## src/rtl/cp0_regs.sv

```systemverilog
// rtl/cp0_regs.sv - MIPS CP0 register file: BadVAddr, Count, Compare, Status, Cause, EPC and interrupt request.
// Optional timer (Count/Compare/TI) enabled by defining CP0_TIMER_EN.
module cp0_regs #(
    parameter logic [31:0] STATUS_RST = 32'h0040_0000
) (
    input  logic        clk,
    input  logic        reset,
    input  logic        wb_ex,
    input  logic [4:0]  wb_excode,
    input  logic        wb_bd,
    input  logic [31:0] wb_pc,
    input  logic        wb_badv_we,
    input  logic [31:0] wb_badvaddr,
    input  logic        eret,
    input  logic        mtc0_we,
    input  logic [4:0]  mtc0_addr,
    input  logic [31:0] mtc0_wdata,
    input  logic [4:0]  raddr,
    output logic [31:0] rdata,
    input  logic [5:0]  ext_int,
    output logic [31:0] epc_out,
    output logic [31:0] status_out,
    output logic [31:0] cause_out,
    output logic        int_req
);

    localparam logic [31:0] STATUS_WMASK = 32'h0000_FF03;

    logic [31:0] status_q, status_d;
    logic [31:0] cause_q, cause_d;
    logic [31:0] epc_q, epc_d;
    logic [31:0] badvaddr_q, badvaddr_d;
    logic        ti_d;

    logic wr_status, wr_cause, wr_epc;
    assign wr_status = mtc0_we && (mtc0_addr == 5'd12);
    assign wr_cause  = mtc0_we && (mtc0_addr == 5'd13);
    assign wr_epc    = mtc0_we && (mtc0_addr == 5'd14);

`ifdef CP0_TIMER_EN
    logic        tick_q, tick_d;
    logic [31:0] count_q, count_d;
    logic [31:0] compare_q, compare_d;
    logic        wr_count, wr_compare;
    assign wr_count   = mtc0_we && (mtc0_addr == 5'd9);
    assign wr_compare = mtc0_we && (mtc0_addr == 5'd11);

    always_comb begin
        tick_d    = ~tick_q;
        count_d   = tick_q ? count_q + 32'd1 : count_q;
        compare_d = compare_q;
        ti_d      = cause_q[30];
        if (wr_count)
            count_d = mtc0_wdata;
        if (tick_q && (count_q == compare_q))
            ti_d = 1'b1;
        // A Compare write acknowledges the timer and beats a same-cycle match.
        if (wr_compare) begin
            compare_d = mtc0_wdata;
            ti_d      = 1'b0;
        end
    end

    always_ff @(posedge clk) begin
        if (reset) begin
            tick_q    <= 1'b0;
            count_q   <= 32'd0;
            compare_q <= 32'd0;
        end else begin
            tick_q    <= tick_d;
            count_q   <= count_d;
            compare_q <= compare_d;
        end
    end
`else
    assign ti_d = 1'b0;
`endif

    always_comb begin
        status_d   = status_q;
        cause_d    = cause_q;
        epc_d      = epc_q;
        badvaddr_d = badvaddr_q;

        // MTC0 first so eret/wb_ex overwrite only the fields they own.
        if (wr_status)
            status_d = (status_q & ~STATUS_WMASK) | (mtc0_wdata & STATUS_WMASK);
        if (wr_cause)
            cause_d[9:8] = mtc0_wdata[9:8];
        if (wr_epc)
            epc_d = mtc0_wdata;

        cause_d[30]    = ti_d;
        cause_d[15:10] = {ext_int[5] | ti_d, ext_int[4:0]};

        if (eret)
            status_d[1] = 1'b0;

        if (wb_ex) begin
            status_d[1]  = 1'b1;
            cause_d[6:2] = wb_excode;
            if (!status_q[1]) begin
                epc_d       = wb_bd ? wb_pc - 32'd4 : wb_pc;
                cause_d[31] = wb_bd;
            end
            if (wb_badv_we)
                badvaddr_d = wb_badvaddr;
        end
    end

    always_ff @(posedge clk) begin
        if (reset) begin
            status_q   <= STATUS_RST;
            cause_q    <= 32'd0;
            epc_q      <= 32'd0;
            badvaddr_q <= 32'd0;
        end else begin
            status_q   <= status_d;
            cause_q    <= cause_d;
            epc_q      <= epc_d;
            badvaddr_q <= badvaddr_d;
        end
    end

    always_comb begin
        rdata = 32'd0;
        case (raddr)
            5'd8:  rdata = badvaddr_q;
`ifdef CP0_TIMER_EN
            5'd9:  rdata = count_q;
            5'd11: rdata = compare_q;
`endif
            5'd12: rdata = status_q;
            5'd13: rdata = cause_q;
            5'd14: rdata = epc_q;
            default: rdata = 32'd0;
        endcase
    end

    assign epc_out    = epc_q;
    assign status_out = status_q;
    assign cause_out  = cause_q;
    assign int_req    = status_q[0] & ~status_q[1] & |(cause_q[15:8] & status_q[15:8]);

endmodule

```

## config.mk

```make
export PLATFORM = sky130hd
export DESIGN_NAME = cp0_regs
export DESIGN_NICKNAME = d
export VERILOG_FILES = /design/src/rtl/cp0_regs.sv
export SDC_FILE = /design/constraint.sdc
export NUM_CORES = 1
export LEC_CHECK = 0
export BUFFER_PORTS_ARGS = -buffer_cell sky130_fd_sc_hd__buf_2
export CELL_PAD_IN_SITES_DETAIL_PLACEMENT = 1
export CELL_PAD_IN_SITES_GLOBAL_PLACEMENT = 1
export CORE_AREA = 2 2 137 113
export DETAILED_ROUTE_END_ITERATION = 16
export DIE_AREA = 0 0 139 115
export PLACE_DENSITY = 0.86
export SLEW_MARGIN = 0
export SYNTH_ARGS = -nofsm -noshare
export SYNTH_HDL_FRONTEND = slang
export SYNTH_SLANG_ARGS = --single-unit
```

## constraint.sdc

```tcl
create_clock -name clk -period 5.45 [get_ports clk]
set_input_delay 1.3625 -clock clk [delete_from_list [all_inputs] [get_ports clk]]
set_output_delay 1.3625 -clock clk [all_outputs]
set_load 0.03 [all_outputs]
```

# --- Yosys cells after proc, flatten, opt, wreduce, memory -nomap -nowiden ---
# Cells that the tools add are included.
word_totals:
  out_inout_bits: 129
  input_bits: 124
  wordCells: 37
  register_bits: 111
op_classes:
  n_mux: 8
  reduce_logical: 7
  bitwise_logic: 5
  n_addsub: 1
  eq_ne: 7
ops:
  columns: ["cell", "count"]
  rows:
  - ["$mux 32", 4]
  - ["$pmux 32 s4", 1]
  - ["$eq 5x4->1 const B", 7]
  - ["$or 32x16->32", 1]
  - ["$sub 32x3->32 const B", 1]
  - ["$and 8x8->8", 1]
  - ["$reduce_or 8->1", 1]
  - ["$reduce_and 2->1", 2]
  - ["$logic_and 1x1->1", 3]
  - ["$reduce_bool 3->1", 1]
  - ["$and 1x1->1", 2]
  - ["$mux 1", 2]
  - ["$mux 2", 1]
  - ["$not 1->1", 1]

# --- Logic depth before layout (Yosys ltp) ---
logic_depth:
  depth_word: 5
  ltp_mapped: 8
  ltp_nobuf: 6

# --- Worst setup path before layout ---
# OpenSTA, ideal clock, no wires.
synth_timing:
  path_kind: "input port to output port"
  from: "input port raddr[4]"
  to: "output port rdata[8]"
  n_path_buf: 1
  arrival_time_ns: 2.594
  required_ns: 4.088
  slack_ns: 1.493
  cell_stages: 5
  path_cell_list: "nand3b_1 nor3b_1 clkbuf_1 a22oi_1 nand2_1"
synth_between:
  elab_chain_cells: 2
  elab_cells_between_ends: 5
  cone_classes: "eq/ne: 4; mux: 1"
synth_lines:
  columns: ["item", "line_no", "text"]
  rows:
  - ["start: declaration", "18", "input logic [4:0] raddr,"]
  - ["$eq 5x4->1", "127", "case (raddr)"]
  - ["$pmux 32 s4 *", "127", null]
  - ["end: declaration", "19", "output logic [31:0] rdata,"]
# Every way passes the cells marked *; elsewhere a longest branch is shown, timed or not.

# --- Worst setup path in the final report ---
# Ends and elaborated chain as after synthesis.

==> summary.txt <==
status -> completed
Adder-Cell Fraction of Synth Area -> 0.002564
Final period util -> 0.8150
final setup violation count -> 0
Pre-Repair DR Iteration Count -> 6
Post-synth EDFFs -> 0
Avg Vias per Cell -> 5.415
Rel. slew slack -> 0.2216
Layout Area Growth over Synthesis -> 26.92%
sequential cell area -> 0.001762 mm^2
Critical Path Source -> raddr[4]
Syn Inst Count -> 617
number of global-route vias before repair -> 5119
grt ovf -> 0
htree depth -> 3
Crit Path Class -> primary input to output pin
Detailed Route WL -> 19430 um
maxcap violations -> 0
Synth async-reset ratio -> 0
final hold vios -> 0
Combinational Power Share -> 0.197
setup_tns -> 0 ns
Initial Util -> 0.3339
Clock power frac -> 0.360
Worst Path Max Fanout -> 14
gp weighted congestion -> 0.8558
RSZ-0062 raised after global routing -> false
mux contribution to synthesized area -> 0.03923
first-pass GRT wire length -> 29700 um
actual slew at the worst max-slew pin -> 1.165 ns
post_cts resized -> 0
Post-Syn Area -> 0.004880 mm^2
reg-to-reg startpoint -> status_out[1]
worst skew pair latency -> 0.34 ns
clock skew after layout -> 0.007069 ns
routed vias -> 5361
Post-synth top flop -> dfxtp_1
sequential share of the synthesized area -> 0.3610
post-synthesis average cell area -> 7.909 um^2
largest net degree at the start of global routing -> 35
largest family of logic cells by synthesized area -> compound AO/OA/AOI/OAI gates
commonest cells after routing, fill and taps aside -> buf_2, nand2_1, dfxtp_1
Distinct cells, synth -> 49
layout cells sized above 1 -> 0.3263
Layout Nets -> 920
final instance area -> 0.006193 mm^2
fraction of the mapped netlist area in compound gates -> 0.2510
WL/cell -> 19.63 um
XOR/XNOR Fraction of Synth Area -> 0.01256
CP startpoint kind -> primary input
Hold WC Path Type -> flop to flop
Sequential Power Share -> 0.443
Pwr per Cell Area -> 261.9 mW/mm^2
Clock transition at path regs -> 0.06 ns
Initial DRC Count -> 285
CTS Sinks -> 88
peak supply drop -> 0.1956 mV
FF-to-FF End -> epc_out[14]
clk buf depth -> 2
Die H -> 115 um
die area -> 0.01599 mm^2
area post-placement -> 0.005916 mm^2
synth warn -> 0
Reg2Reg Setup Slack -> 3.45 ns
hold buffers post-CTS -> 0
worst endpoint required time -> 4.09 ns
CP endpoint kind -> output pin
Tmin final -> 4.442 ns
die width -> 139 um
Slew Limit Fails -> 0
switch share -> 0.3183
Int Power -> 1106 uW
ANT nets after route -> 0
Lkg Pwr -> 0.002740 uW
core area -> 0.01461 mm^2
Fillers -> 1876
drt drc -> 0
total CTS buffers -> 9
CTS tree -> done
Psw -> 516.3 uW
Tot GR Track Use -> 0.2369
# IOs -> 253
Root Driver -> clkbuf_16
I/O Buffers -> 212
initial antenna violation count -> 2
post-synthesis simple-gate area fraction -> 0.2197
multi-input logic area -> 0.002736 mm^2
highest clock rate -> 225.1 MHz
Yosys reg bits -> 88
# Post-CTS Setup Buffers -> 0
hpwl dp -> 14950 um
Crit path arrival time -> 3.08 ns
row cnt -> 40
Worst setup endpoint -> rdata[8]
reg2reg path depth -> 5
commonest non-fill, non-tap cell in the layout -> buf_2
[worst min path at each step]
stage / start / to / slack [ns] / cells past startpoint
after floorplan: badvaddr_q[0] / badvaddr_q[0] / 0.44 / 2
after CTS: badvaddr_q[27] / badvaddr_q[27] / 0.46 / 2
after detailed placement: badvaddr_q[27] / badvaddr_q[27] / 0.45 / 2
after global placement: badvaddr_q[21] / badvaddr_q[21] / 0.44 / 2
after global routing: badvaddr_q[14] / badvaddr_q[14] / 0.47 / 2
final: badvaddr_q[27] / badvaddr_q[27] / 0.46 / 2
[logic make-up (layout without fill, tap and decap cells)]
kind of cell / count (synthesis) / count (layout)
fa+ha+maj: 1 / 1
mux: 19 / 19
xor+xnor: 7 / 7
other cells: 2 / 41
flops: 88 / 88
simple gates: 222 / 222
compound gates: 173 / 173
buf+inv: 105 / 250
[per-stage QoR]
stage                     utilization  hold slack [ns]  total power (uW)  instances  setup WS, ns
final                          0.4238           0.4562              1622        990         1.008
after detailed placement       0.4048           0.4480              1050        973         1.046
after global placement         0.4048           0.4444              1042        973         1.156
after floorplan                     -           0.4359             937.5        655         1.493
after global routing           0.4236           0.4750              1694        989        0.8972
after CTS                      0.4236           0.4568              1634        989         1.047
[flip-flops by register name, summed over array words and instances, names as in the netlist]
signal,cells
cause_out,14
badvaddr_q,32
epc_out,32
status_out,10
[per-layer routing]
metal	share of wire	GRT usage	wire (um)
met4	0.0097	0.04916	188
met2	0.45	0.3724	8827
met1	0.47	0.3317	9188
met3	0.063	0.05956	1227
met5	0	0	0
[cell type report]
type / instances / area share
inverter: 12 / 0.007273
timing repair buffer: 222 / 0.1834
clock inverter: 4 / 0.004646
tap: 189 / 0.03818
antenna: 1 / 0.0004040
multi-input combinational: 462 / 0.4418
clock buffer: 12 / 0.03980
sequential: 88 / 0.2844
[worst max-delay path: stages]
cell,delay [ns]
buf_2,0.10
nand3b_1,0.22
nor3b_2,0.88
a22oi_1,0.17
nand2_1,0.13
buf_2,0.20
[power by group through the flow]
| stage | clock, uW | sequential (uW) | combinational (uW) |
|---|---|---|---|
| after floorplan | 0 | 766 | 172 |
| after global placement | 0 | 732 | 310 |
| after detailed placement | 0 | 732 | 318 |
| after CTS | 597 | 718 | 319 |
| after global routing | 626 | 723 | 345 |
| final | 584 | 719 | 319 |
[cell usage after synthesis, drive strengths merged, types with 3 or more instances]
cell type / number / area share
nand3: 23 / 0.024
clkbuf: 45 / 0.035
mux2i: 18 / 0.037
xor2: 3 / 0.0054
a31o: 17 / 0.031
and3: 3 / 0.0038
a311oi: 10 / 0.018
o21ai: 22 / 0.023
nand2: 97 / 0.075
a21oi: 38 / 0.039
nor2: 29 / 0.022
nor3b: 3 / 0.0046
nor4: 8 / 0.010
a222oi: 8 / 0.016
nand2b: 4 / 0.0051
or3: 14 / 0.018
a22o: 16 / 0.029
a22oi: 18 / 0.028
o21a: 4 / 0.0062
xnor2: 4 / 0.0072
buf: 48 / 0.068
nor3: 9 / 0.0092
a31oi: 13 / 0.017
inv: 12 / 0.0092
nor2b: 8 / 0.010
o31ai: 15 / 0.023
dfxtp: 88 / 0.36
or4: 15 / 0.023
(Power assumes the default switching activity.)
